==> src/rtl/icache_line_responder_pkg.sv <==
// rtl/icache_line_responder_pkg.sv - shared widths and line geometry for the instruction-cache line responder
package icache_line_responder_pkg;

  localparam int DEF_DATA_W   = 8;
  localparam int DEF_OFFSET_W = 5;
  localparam int DEF_TAG_W    = 3;

  function automatic int words_for(input int offset_w);
    return 2 ** offset_w;
  endfunction

  localparam int LINE_WORDS = words_for(DEF_OFFSET_W);
  localparam int FILL_SAT   = LINE_WORDS;

endpackage

==> src/rtl/icache_line_ram.sv <==
// rtl/icache_line_ram.sv - line storage, one write port, registered write-first read port, no reset
module icache_line_ram #(
  parameter int DATA_W   = 8,
  parameter int OFFSET_W = 5
) (
  input  logic                clk,
  input  logic                i_wr_en,
  input  logic [OFFSET_W-1:0] i_wr_addr,
  input  logic [DATA_W-1:0]   i_wr_data,
  input  logic [OFFSET_W-1:0] i_rd_addr,
  output logic [DATA_W-1:0]   o_rd_data
);

  logic [DATA_W-1:0] r_mem [2**OFFSET_W];
  logic [DATA_W-1:0] r_rd_data;

  always_ff @(posedge clk) begin
    if (i_wr_en) begin
      r_mem[i_wr_addr] <= i_wr_data;
    end
    r_rd_data <= (i_wr_en && (i_wr_addr == i_rd_addr)) ? i_wr_data : r_mem[i_rd_addr];
  end

  assign o_rd_data = r_rd_data;

endmodule

==> src/rtl/icache_line_responder.sv <==
// rtl/icache_line_responder.sv - single-line icache fill/read responder: valid bits, tag, fill counting, sequence check
module icache_line_responder
  import icache_line_responder_pkg::*;
#(
  parameter int DATA_W   = DEF_DATA_W,
  parameter int OFFSET_W = DEF_OFFSET_W,
  parameter int TAG_W    = DEF_TAG_W
) (
  input  logic                clk,
  input  logic                reset_n,
  input  logic                cache_wren,
  input  logic [OFFSET_W-1:0] cache_wroffset,
  input  logic [DATA_W-1:0]   rom_data,
  input  logic [TAG_W-1:0]    fill_tag,
  input  logic [OFFSET_W-1:0] cache_rdoffset,
  input  logic [TAG_W-1:0]    rd_tag,
  output logic [DATA_W-1:0]   instr,
  output logic                instr_valid,
  output logic                line_valid,
  output logic [TAG_W-1:0]    line_tag,
  output logic [OFFSET_W:0]   fill_count,
  output logic                fill_error
);

  localparam int                N_WORDS   = words_for(OFFSET_W);
  localparam logic [OFFSET_W:0] COUNT_SAT = (OFFSET_W+1)'(N_WORDS);

  logic                r_wren_d;
  logic [N_WORDS-1:0]  r_valid;
  logic [TAG_W-1:0]    r_line_tag;
  logic [OFFSET_W:0]   r_fill_count;
  logic [OFFSET_W-1:0] r_exp_offset;
  logic                r_fill_error;
  logic                r_line_valid;
  logic                r_instr_valid;
  logic                r_rd_live;

  logic                w_fill_start;
  logic [N_WORDS-1:0]  w_wr_mask;
  logic [N_WORDS-1:0]  w_valid_next;
  logic [TAG_W-1:0]    w_tag_next;
  logic [OFFSET_W-1:0] w_exp_offset;
  logic                w_seq_bad;
  logic [DATA_W-1:0]   w_ram_q;

  assign w_fill_start = cache_wren && !r_wren_d;
  assign w_wr_mask    = {{(N_WORDS-1){1'b0}}, 1'b1} << cache_wroffset;
  assign w_tag_next   = w_fill_start ? fill_tag : r_line_tag;
  assign w_exp_offset = w_fill_start ? '0 : r_exp_offset;
  assign w_seq_bad    = cache_wren && (cache_wroffset != w_exp_offset);

  // A fill start wipes every valid bit except the word being written this same cycle.
  always_comb begin
    w_valid_next = r_valid;
    if (w_fill_start) begin
      w_valid_next = w_wr_mask;
    end else if (cache_wren) begin
      w_valid_next = r_valid | w_wr_mask;
    end
  end

  always_ff @(posedge clk or negedge reset_n) begin
    if (!reset_n) begin
      r_wren_d      <= 1'b0;
      r_valid       <= '0;
      r_line_tag    <= '0;
      r_fill_count  <= '0;
      r_exp_offset  <= '0;
      r_fill_error  <= 1'b0;
      r_line_valid  <= 1'b0;
      r_instr_valid <= 1'b0;
      r_rd_live     <= 1'b0;
    end else begin
      r_wren_d      <= cache_wren;
      r_valid       <= w_valid_next;
      r_line_tag    <= w_tag_next;
      r_rd_live     <= 1'b1;
      r_instr_valid <= w_valid_next[cache_rdoffset] && (rd_tag == w_tag_next);
      if (w_seq_bad) begin
        r_fill_error <= 1'b1;
      end
      if (cache_wren) begin
        r_exp_offset <= cache_wroffset + 1'b1;
      end
      if (w_fill_start) begin
        r_fill_count <= (OFFSET_W+1)'(1);
      end else if (cache_wren && (r_fill_count < COUNT_SAT)) begin
        r_fill_count <= r_fill_count + 1'b1;
      end
      // Follows the stored valid bits, so it rises one clock after the completing write.
      r_line_valid <= w_fill_start ? 1'b0 : (&r_valid);
    end
  end

  icache_line_ram #(
    .DATA_W   (DATA_W),
    .OFFSET_W (OFFSET_W)
  ) u_ram (
    .clk       (clk),
    .i_wr_en   (cache_wren),
    .i_wr_addr (cache_wroffset),
    .i_wr_data (rom_data),
    .i_rd_addr (cache_rdoffset),
    .o_rd_data (w_ram_q)
  );

  // The RAM read register has no reset, so the word is held at zero until the first read after reset.
  assign instr       = r_rd_live ? w_ram_q : '0;
  assign instr_valid = r_instr_valid;
  assign line_valid  = r_line_valid;
  assign line_tag    = r_line_tag;
  assign fill_count  = r_fill_count;
  assign fill_error  = r_fill_error;

endmodule
==> config.mk <==
export PLATFORM = sky130hd
export DESIGN_NAME = icache_line_responder
export DESIGN_NICKNAME = d
export VERILOG_FILES = /design/src/rtl/icache_line_responder_pkg.sv /design/src/rtl/icache_line_ram.sv /design/src/rtl/icache_line_responder.sv
export SDC_FILE = /design/constraint.sdc
export NUM_CORES = 1
export LEC_CHECK = 0
export CAP_MARGIN = 5
export CORE_ASPECT_RATIO = 1.1
export CORE_MARGIN = 1.5
export CORE_UTILIZATION = 60
export DETAILED_ROUTE_END_ITERATION = 8
export GPL_TIMING_DRIVEN = 0
export PLACE_DENSITY = 0.85
export SLEW_MARGIN = 0
export SYNTH_ARGS = -nofsm -noshare
export SYNTH_HDL_FRONTEND = slang
export SYNTH_HIERARCHICAL = 1
export SYNTH_SLANG_ARGS = --single-unit
export TNS_END_PERCENT = 100
==> constraint.sdc <==
create_clock -name clk -period 3.8 [get_ports clk]
set_clock_uncertainty 0.1 [all_clocks]
set_input_delay 0.76 -clock clk [delete_from_list [all_inputs] [get_ports clk]]
set_output_delay 0.76 -clock clk [all_outputs]
set_load 0.1 [all_outputs]
==> results of run 1 <==
-- registers in the layout, indices dropped and copies added, names as in the netlist, named ones only --
register / count
instr_valid: 1
u_ram/r_mem: 256
line_valid: 1
fill_error: 1
r_wren_d: 1
r_exp_offset: 5
line_tag: 3
r_rd_live: 1
fill_count: 6
r_valid: 32
-- cell families after synthesis --
| family | Yosys count | share of synthesized area [%] |
|---|---|---|
| DFF | 312 | 70.9 |
| and+or+nand+nor | 148 | 5.73 |
| muxes | 95 | 15.4 |
| AOI/OAI and AO/OA | 78 | 4.62 |
| buffers and inverters | 52 | 2.08 |
| xor gates and xnor gates | 8 | 0.548 |
| adders and majority gates | 7 | 0.685 |
| other | 1 | 0.0293 |
-- path summary, 6_finish.rpt --
path | slack (ns) | start | end
worst max register to register | 1.38 | r_wren_d$_DFF_PN0_ | instr_valid$_DFF_PN0_
worst min register to register | 0.38 | fill_error$_DFFE_PN0P_ | fill_error$_DFFE_PN0P_
worst max-delay path | 0.0007 | flop | instr[0]
min in group clk | 0.38 | fill_error$_DFFE_PN0P_ | fill_error$_DFFE_PN0P_
max in group asynchronous | 3.01 | reset_n | r_valid[31]$_DFF_PN0_
worst min-delay path | 0.05 | reset_n | r_valid[8]$_DFF_PN0_
-- critical path: cells and delay by family, from the launching register on --
family        cells  cell delay (ns)
simple gates      1             0.17
buf+inv           3             0.49
mux               3             1.36
flops             1             0.37
-- layer usage --
metal	GRT usage [%]	wire length, µm	vias up
met3	6.11	2730	78
met2	49.4	16600	472
met5	0	0	-
met1	37.0	11500	3820
li1	-	-	3008
met4	11.8	1050	0
-- power by group through the flow --
| stage | Sequential [mW] | Clock [mW] | Combinational, mW |
|---|---|---|---|
| 5_1_grt | 3.84 | 3.24 | 0.848 |
| 2_1_floorplan | 3.99 | 0 | 0.368 |
| 3_5_place_dp | 3.89 | 0 | 0.728 |
| 3_3_place_gp | 3.89 | 0 | 0.704 |
| 6_report | 3.83 | 3.06 | 0.811 |
| 4_1_cts | 3.83 | 3.07 | 0.791 |
-- synth_stat cells, drive strengths merged, types with 4 or more instances --
cell	count
a21oi	4
nand2b	7
nand3	14
nor2	50
o21ai	15
clkbuf	11
edfxtp	256
nand2	31
a22o	12
dfrtp	51
and2	9
mux4	80
o221ai	5
mux2	12
nand3b	5
nand4	7
a31oi	4
dfxtp	5
inv	18
ha	7
buf	23
o22ai	5
xor2	5
-- final cells by class --
class | count | area (µm²)
antenna | 1 | 2.50
buffer | 33 | 303
clock buffer | 45 | 848
clock inverter | 11 | 161
fill | 1191 | 5690
inverter | 18 | 67.6
multi-input combinational | 337 | 3490
sequential | 312 | 9070
tap | 285 | 357
timing repair buffer | 55 | 726
-- stage by stage --
stage	setup WS (ns)	cells	utilization, %
floorplan	0.480	701	-
global placement	-0.807	1032	65.6
detailed placement	-0.904	1033	65.7
CTS	-0.0505	1094	72.2
global route	-0.0575	1096	72.5
finish	0.000662	1097	72.5
-- what timing repair did --
action	4_1_cts	5_1_grt
endpoints found under the hold margin	0	0
setup endpoints to repair	8	8
setup buffers	3	0
gates cloned	3	1
resized for setup	118	11
==> results.py, run 1 <==
metrics = {
    "critical_path": {
        "cp.required_ns": 2.94,
        "crit_path_end_kind": "output pin",
        "cp.arrival_ns": 2.94,
        "reg2reg_depth": 7,
        "crit_chain": "buf_12 > buf_12 > mux4_2 > mux4_2 > mux2_2 > and2_4 > buf_12",
        "criticalPathCategory": "reg2out",
        "cpMostUsedCell": "buf_12",
        "crit_fanout": 10,
        "slowest_stage": "mux4_2",
        "timing.critical_path.slowest_cell_delay_ns": 0.56,
        "worstSetupStartpointType": "flop",
    },
    "power_and_ir_drop": {
        "clkPwrFrac_pct": 39.8,
        "combinationalPowerShare_pct": 10.5,
        "total_power_mw": 7.71,
        "ir_drop_mv": 0.365,
        "p_sw_mw": 1.80,
        "swShare_pct": 23.3,
        "p_int_mw": 5.91,
        "p_per_area_nw_per_um2": 513,
        "p_leak_nw": 5.18,
        "seq_power_share_pct": 49.7,
    },
    "drt": {
        "antenna_left": 0,
        "drt_iter0_markers": 856,
        "drc": 0,
        "firstDrtPassIters": 7,
        "via_count": 7378,
        "post_drt_wl_per_cell_um": 29.1,
        "vias_per_cell": 6.73,
        "routed_wl_mm": 31.9,
    },
    "cells_and_area": {
        "drive_gt1_share_pct": 24.0,
        "final_area_um2": 15000,
        "area_growth_pct": 17.5,
        "fin_nets": 821,
        "layout_common_cells": "edfxtp_1 (256), mux4_2 (80), dfrtp_1 (51)",
        "layout_commonest_cell": "edfxtp_1",
    },
    "clock_network": {
        "htreeDepth": 1,
        "holdBufCountCts": 0,
        "tritoncts": "yes",
        "path_clk_slew_ns": 0.06,
        "cts_sinks": 312,
        "cts_root_buf": "clkbuf_16",
        "clk_path_buf_depth": 3,
        "clock_latency_ns": 0.54,
        "numCtsBuffers": 30,
    },
    "global_route": {
        "grt_max_degree": 36,
        "track_usage_pct": 29.1,
        "grt_antenna_before_repair": 1,
        "overflow": 0,
        "grt_pass1_vias": 7607,
        "grt_first_pass_wirelength_mm": 46.4,
    },
    "yosys": {
        "synth_area_leaders": "edfxtp_1 (60%), mux4_2 (14%), dfrtp_1 (10%)",
        "yosysTopAreaCellShare_pct": 60.2,
        "yosysWarnings": 6,
        "synth-seq-cells": 312,
        "avgSynthCellArea_um2": 18.2,
        "postSynth.asyncResetShare_pct": 16.3,
        "postSynthCellCount": 701,
        "synth_area_um2": 12800,
        "synth-main-ff-cell": "edfxtp_1",
        "synth_nets": 735,
        "synthDistinctLibCells": 63,
        "synth_top_area_cell": "edfxtp_1",
        "seq_area_frac_synth_pct": 70.9,
        "synth-edff-count": 256,
    },
    "sta": {
        "holdWs_ns": 0.0525,
        "worst_slew_pin_slew_ns": 1.32,
        "slew_headroom_pct": 11.8,
        "min_period_ns": 3.80,
        "setup_violations": 0,
        "slew_violations": 0,
        "hold_viol_final": 0,
        "rsz0062_at_grt": "true",
        "fmax_mhz": 263,
        "setup_tns_ns": 0,
        "period_share_pct": 100,
    },
    "min_path": {
        "hp-class": "in2async",
    },
    "place": {
        "numPortBuffers": 46,
        "gp_congestion": 0.935,
        "dp_hpwl_mm": 19.0,
        "place_area_um2": 13600,
    },
    "floorplan": {
        "die_h_um": 156,
        "rows": 55,
        "fp.dieArea_um2": 22200,
        "die_x_um": 142,
        "start_util_pct": 61.7,
        "ioPinCount": 47,
        "coreArea_um2": 20700,
    },
    "outcome": {
        "status": "finished, final reports clean",
    },
    "run": {
        "max-cap-violations": 0,
    },
}
(Power assumes the default switching activity.)
==> run 2: changes to the inputs <==
--- a/config.mk
+++ b/config.mk
@@ -11,7 +11,7 @@
 export CORE_UTILIZATION = 60
 export DETAILED_ROUTE_END_ITERATION = 8
 export GPL_TIMING_DRIVEN = 0
-export PLACE_DENSITY = 0.85
+export PLACE_DENSITY = 0.91
 export SLEW_MARGIN = 0
 export SYNTH_ARGS = -nofsm -noshare
 export SYNTH_HDL_FRONTEND = slang
==> run 2 against run 1 <==
  * Global-route usage rose by 0.46 points
  * The run now ends with negative setup slack left
  * Critical path depth rose by 1
  * Sequential share of layout area rose by 0.18 points
  * Critical endpoint unchanged
  * Sequential power barely moved
==> results.py, run 2 (synthesized netlist as in run 1, its figures left out) <==
metrics = {
    "outcome": {
        "status": "complete, but fails checks",
        "violations": "negative setup slack",
    },
    "sta": {
        "setup_tns_ns": -0.317,
        "slew_headroom_pct": 13.1,
        "worst_slew_pin_slew_ns": 1.30,
        "layout_setup_ws_ns": -0.0772,
        "slew_violations": 0,
        "holdWs_ns": 0.0953,
        "period_share_pct": 102,
        "rsz0062_at_grt": "true",
        "fmax_mhz": 258,
        "min_period_ns": 3.88,
        "setup_violations": 7,
        "hold_viol_final": 0,
    },
    "global_route": {
        "grt_antenna_before_repair": 3,
        "overflow": 0,
        "track_usage_pct": 29.5,
        "grt_max_degree": 33,
        "grt_first_pass_wirelength_mm": 47.3,
        "grt_pass1_vias": 7452,
    },
    "cells_and_area": {
        "largest-register": "u_ram/r_mem",
        "layout_common_cells": "edfxtp_1 (256), mux4_2 (80), dfrtp_1 (51)",
        "largest_reg_flops": 256,
        "n_antenna_cell": 0,
        "layout_commonest_cell": "edfxtp_1",
        "instances_no_fill": 1095,
        "final_area_um2": 15000,
        "drive_gt1_share_pct": 23.8,
        "area_growth_pct": 17.2,
        "fin_nets": 822,
    },
    "clock_network": {
        "holdBufCountCts": 0,
        "clk_path_buf_depth": 3,
        "cts_sinks": 312,
        "path_clk_slew_ns": 0.06,
        "tritoncts": "yes",
        "cts_root_buf": "clkbuf_16",
        "numCtsBuffers": 29,
        "htreeDepth": 1,
        "clock_latency_ns": 0.55,
    },
    "min_path": {
        "hp-class": "in2async",
    },
    "critical_path": {
        "crit_fanout": 6,
        "worstSetupStartpointType": "flop",
        "crit_path_end_kind": "output pin",
        "criticalPathCategory": "reg2out",
        "cp.arrival_ns": 3.02,
        "cp.required_ns": 2.94,
    },
    "power_and_ir_drop": {
        "p_per_area_nw_per_um2": 502,
        "p_leak_nw": 5.14,
        "ir_drop_mv": 0.391,
        "total_power_mw": 7.51,
    },
    "place": {
        "dp_hpwl_mm": 19.0,
        "gp_congestion": 0.946,
        "place_area_um2": 13600,
        "dpl.cell_count": 1033,
        "numPortBuffers": 46,
    },
    "drt": {
        "drc": 0,
        "via_count": 7406,
        "antenna_left": 0,
        "firstDrtPassIters": 5,
        "drt_iter0_markers": 799,
        "vias_per_cell": 6.76,
        "routed_wl_mm": 32.6,
        "post_drt_wl_per_cell_um": 29.8,
    },
    "floorplan": {
        "rows": 55,
        "die_x_um": 142,
        "fp.dieArea_um2": 22200,
        "die_h_um": 156,
        "ioPinCount": 47,
        "coreArea_um2": 20700,
        "start_util_pct": 61.7,
    },
    "run": {
        "max-cap-violations": 0,
    },
}
run 2: critical path, cell delays in order, from the launching register on:
cell and delay [ns]:
dfxtp_2 0.34, buf_12 0.14, buf_8 0.13, buf_12 0.13, mux4_2 0.54, mux4_2 0.54, mux2_4 0.31, and2_4 0.17
buf_12 0.16
run 2: layout make-up:
class	instances	area, µm²
tap	285	357
multi-input combinational	337	3490
clock buffer	33	741
clock inverter	20	179
sequential	312	9070
timing repair buffer	57	767
fill	1154	5740
buffer	33	307
inverter	18	67.6
run 2: where the power goes:
| group | switching, mW | internal (mW) |
|---|---|---|
| sequential | 0.0503 | 3.78 |
| combinational | 0.502 | 0.316 |
| clock | 1.26 | 1.60 |
| total | 1.82 | 5.70 |
run 2: what timing repair did:
action	CTS	global route
buffers inserted	4	1
resized for setup	125	4
setup endpoints to repair	8	8
gates cloned	4	0
run 2: layer usage:
metal / part of all wire [%] / global-route usage, % / vias up
met1: 35 / 38.8 / 3808
met4: 4.1 / 11.1 / 2
met5: 0.040 / 0 / -
met2: 51 / 50.0 / 512
met3: 9.1 / 5.22 / 85
li1: - / - / 2999
run 2: path summary, 6_finish.rpt:
check | cells after the start | end | slack, ns | start
min in group clk | 1 | fill_error$_DFFE_PN0P_ | 0.36 | fill_error$_DFFE_PN0P_
min | 1 | r_valid[27]$_DFF_PN0_ | 0.1 | reset_n
max | 8 | instr[0] | -0.08 | flop
max reg2reg | 8 | instr_valid$_DFF_PN0_ | 1.48 | r_wren_d$_DFF_PN0_
min reg2reg | 1 | fill_error$_DFFE_PN0P_ | 0.36 | fill_error$_DFFE_PN0P_
max in group asynchronous | 2 | line_tag[1]$_DFF_PN0_ | 2.96 | reset_n
run 2: stage by stage:
stage,setup slack [ns],utilization [%]
after floorplan,0.480,-
after global placement,-0.848,65.6
after detailed placement,-0.890,65.7
after CTS,-0.0427,72.1
after global routing,-0.137,72.3
final,-0.0772,72.3
==> run 3: changes to the inputs <==
--- a/config.mk
+++ b/config.mk
@@ -8,10 +8,10 @@
 export CAP_MARGIN = 5
 export CORE_ASPECT_RATIO = 1.1
 export CORE_MARGIN = 1.5
-export CORE_UTILIZATION = 60
+export CORE_UTILIZATION = 40
 export DETAILED_ROUTE_END_ITERATION = 8
 export GPL_TIMING_DRIVEN = 0
-export PLACE_DENSITY = 0.91
+export PLACE_DENSITY = 0.68
 export SLEW_MARGIN = 0
 export SYNTH_ARGS = -nofsm -noshare
 export SYNTH_HDL_FRONTEND = slang
==> run 3 against run 2 <==
  * The flow now finishes without violations
  * Core utilization down 24 points
  * Clock-buffer cell count up 8
  * Combinational power down 3.5%
  * Clock power up 13%
  * Via count down 7.0%
  * Sequential power about the same
  * Final cell count up 13%
  * Global-route usage down 13 points
  * Design area up 2.2%
  * Critical endpoint is now instr[2]
  * Largest power group unchanged
==> results.py, run 3 (synthesized netlist as in run 1, its figures left out) <==
metrics = {
    "power_and_ir_drop": {
        "p_leak_nw": 5.24,
        "combinationalPowerShare_pct": 10.0,
        "p_int_mw": 6.05,
        "seq_power_share_pct": 48.8,
        "ir_drop_mv": 0.285,
        "swShare_pct": 23.0,
        "clkPwrFrac_pct": 41.2,
        "p_per_area_nw_per_um2": 513,
        "p_sw_mw": 1.80,
    },
    "drt": {
        "via_count": 6887,
        "drc": 0,
        "routed_wl_mm": 28.2,
        "antenna_left": 0,
        "drt_iter0_markers": 841,
        "post_drt_wl_per_cell_um": 22.8,
        "vias_per_cell": 5.57,
        "firstDrtPassIters": 5,
    },
    "global_route": {
        "grt_pass1_vias": 7020,
        "grt_antenna_before_repair": 0,
        "track_usage_pct": 16.9,
        "overflow": 0,
        "grt_max_degree": 33,
        "grt_first_pass_wirelength_mm": 42.2,
    },
    "place": {
        "numPortBuffers": 46,
        "place_ws_ns": -0.940,
        "gp_congestion": 0.915,
        "dp_hpwl_mm": 18.3,
    },
    "sta": {
        "min_period_ns": 3.75,
        "fmax_mhz": 267,
        "setup_violations": 0,
        "layout_setup_ws_ns": 0.0481,
        "hold_viol_final": 0,
        "worst_slew_pin_slew_ns": 1.19,
        "setup_tns_ns": 0,
        "slew_headroom_pct": 20.5,
        "slew_violations": 0,
        "period_share_pct": 98.7,
    },
    "cells_and_area": {
        "drive_gt1_share_pct": 24.0,
        "fillers": 2559,
        "largest_reg_flops": 256,
        "layout_common_cells": "edfxtp_1 (256), mux4_2 (80), dfrtp_1 (51)",
        "layout_commonest_cell": "edfxtp_1",
        "seq_area_um2": 9070,
        "fin_nets": 829,
        "area_growth_pct": 19.8,
        "multi_input_area_um2": 3480,
        "n_antenna_cell": 0,
        "largest-register": "u_ram/r_mem",
    },
    "clock_network": {
        "tritoncts": "yes",
        "clock_latency_ns": 0.50,
        "cts_root_buf": "clkbuf_16",
        "htreeDepth": 2,
        "cts_sinks": 312,
        "clk_path_buf_depth": 3,
        "numCtsBuffers": 34,
        "path_clk_slew_ns": 0.06,
    },
    "critical_path": {
        "slowest_stage": "mux4_2",
        "worstSetupStartpointType": "flop",
        "criticalPathCategory": "reg2out",
        "cp.arrival_ns": 2.89,
        "reg2reg_depth": 6,
        "timing.critical_path.slowest_cell_delay_ns": 0.55,
        "cp.required_ns": 2.94,
        "crit_fanout": 5,
        "crit_chain": "buf_12 > clkbuf_16 > mux4_2 > mux4_2 > mux2_2 > and2_1 > buf_6",
        "r2r-end": "instr_valid$_DFF_PN0_",
        "ff2ff_setup_slack_ns": 1.54,
        "cpMostUsedCell": "mux4_2",
        "crit_path_end_kind": "output pin",
        "critical_path.reg2reg.startpoint": "r_wren_d$_DFF_PN0_",
    },
    "floorplan": {
        "die_x_um": 173,
        "die_h_um": 190,
        "ioPinCount": 47,
        "coreArea_um2": 31400,
        "start_util_pct": 40.7,
        "fp.dieArea_um2": 33000,
        "rows": 68,
    },
    "min_path": {
        "hp-class": "in2async",
    },
    "run": {
        "max-cap-violations": 0,
    },
    "outcome": {
        "status": "finished, final reports clean",
    },
}
[run 3: cell count changes in the layout (fill, tap and decap cells not counted), moves of 2 or more]
cell | before | now
buf_2 | 6 | 8
clkbuf_16 | 29 | 43
buf_16 | 5 | 0
clkinvlp_4 | 4 | 0
buf_12 | 18 | 15
buf_4 | 6 | 8
clkbuf_1 | 11 | 13
mux2_4 | 4 | 2
clkinv_2 | 4 | 2
mux2_2 | 8 | 10
clkinv_8 | 0 | 2
[run 3: metal layers]
metal	track usage (%)	wire, µm	vias to the layer above
met4	4.58	640	0
met1	23.6	11800	3530
met2	27.6	13700	309
li1	-	-	3011
met5	0	0	-
met3	2.91	2090	37
[run 3: worst max path at each step]
| stage | endpoint | startpoint | depth (start not counted) |
|---|---|---|---|
| CTS | instr[4] | flop | 7 |
| floorplan | instr[0] | flop | 6 |
| detailed placement | instr[4] | flop | 7 |
| finish | instr[2] | flop | 7 |
| global route | instr[2] | flop | 7 |
| global placement | instr[4] | flop | 7 |
[run 3: area by class of cell]
class / instances / share of cell area (%)
Sequential cell: 312 / 59.2
Multi-Input combinational cell: 337 / 22.7
Clock buffer: 41 / 5.87
Timing Repair Buffer: 59 / 5.08
Tap cell: 420 / 3.43
Buffer: 33 / 1.95
Clock inverter: 17 / 1.28
Inverter: 18 / 0.441
[run 3: power by group through the flow]
| stage | registers [mW] | logic [mW] | clock network [mW] |
|---|---|---|---|
| global placement | 3.89 | 0.709 | 0 |
| finish | 3.83 | 0.789 | 3.23 |
| global route | 3.84 | 0.837 | 3.43 |
| detailed placement | 3.89 | 0.720 | 0 |
| floorplan | 3.99 | 0.368 | 0 |
| CTS | 3.83 | 0.737 | 3.29 |
[run 3: worst max-delay path, delay by kind of cell, from the launching register on]
| family | cells | cell delay, ns |
|---|---|---|
| mux | 3 | 1.31 |
| flops | 1 | 0.40 |
| simple gates | 1 | 0.16 |
| buf+inv | 3 | 0.51 |
[run 3: repair_timing]
item,4_1_cts,5_1_grt
endpoints found under the setup margin,8,8
setup buffers,1,3
cloned,0,8
hold buffers,0,0
resized for setup,88,26
[run 3: through the flow]
step | cells | utilization (%) | hold slack [ns] | cell area [µm²] | power, mW
after floorplan | 701 | - | 0.364 | 12800 | 4.36
after global placement | 1167 | 43.8 | 0.340 | 13800 | 4.60
after detailed placement | 1168 | 43.9 | 0.359 | 13800 | 4.61
after CTS | 1226 | 47.7 | 0.153 | 15000 | 7.86
after global routing | 1237 | 48.8 | 0.188 | 15300 | 8.11
final | 1237 | 48.8 | 0.164 | 15300 | 7.85
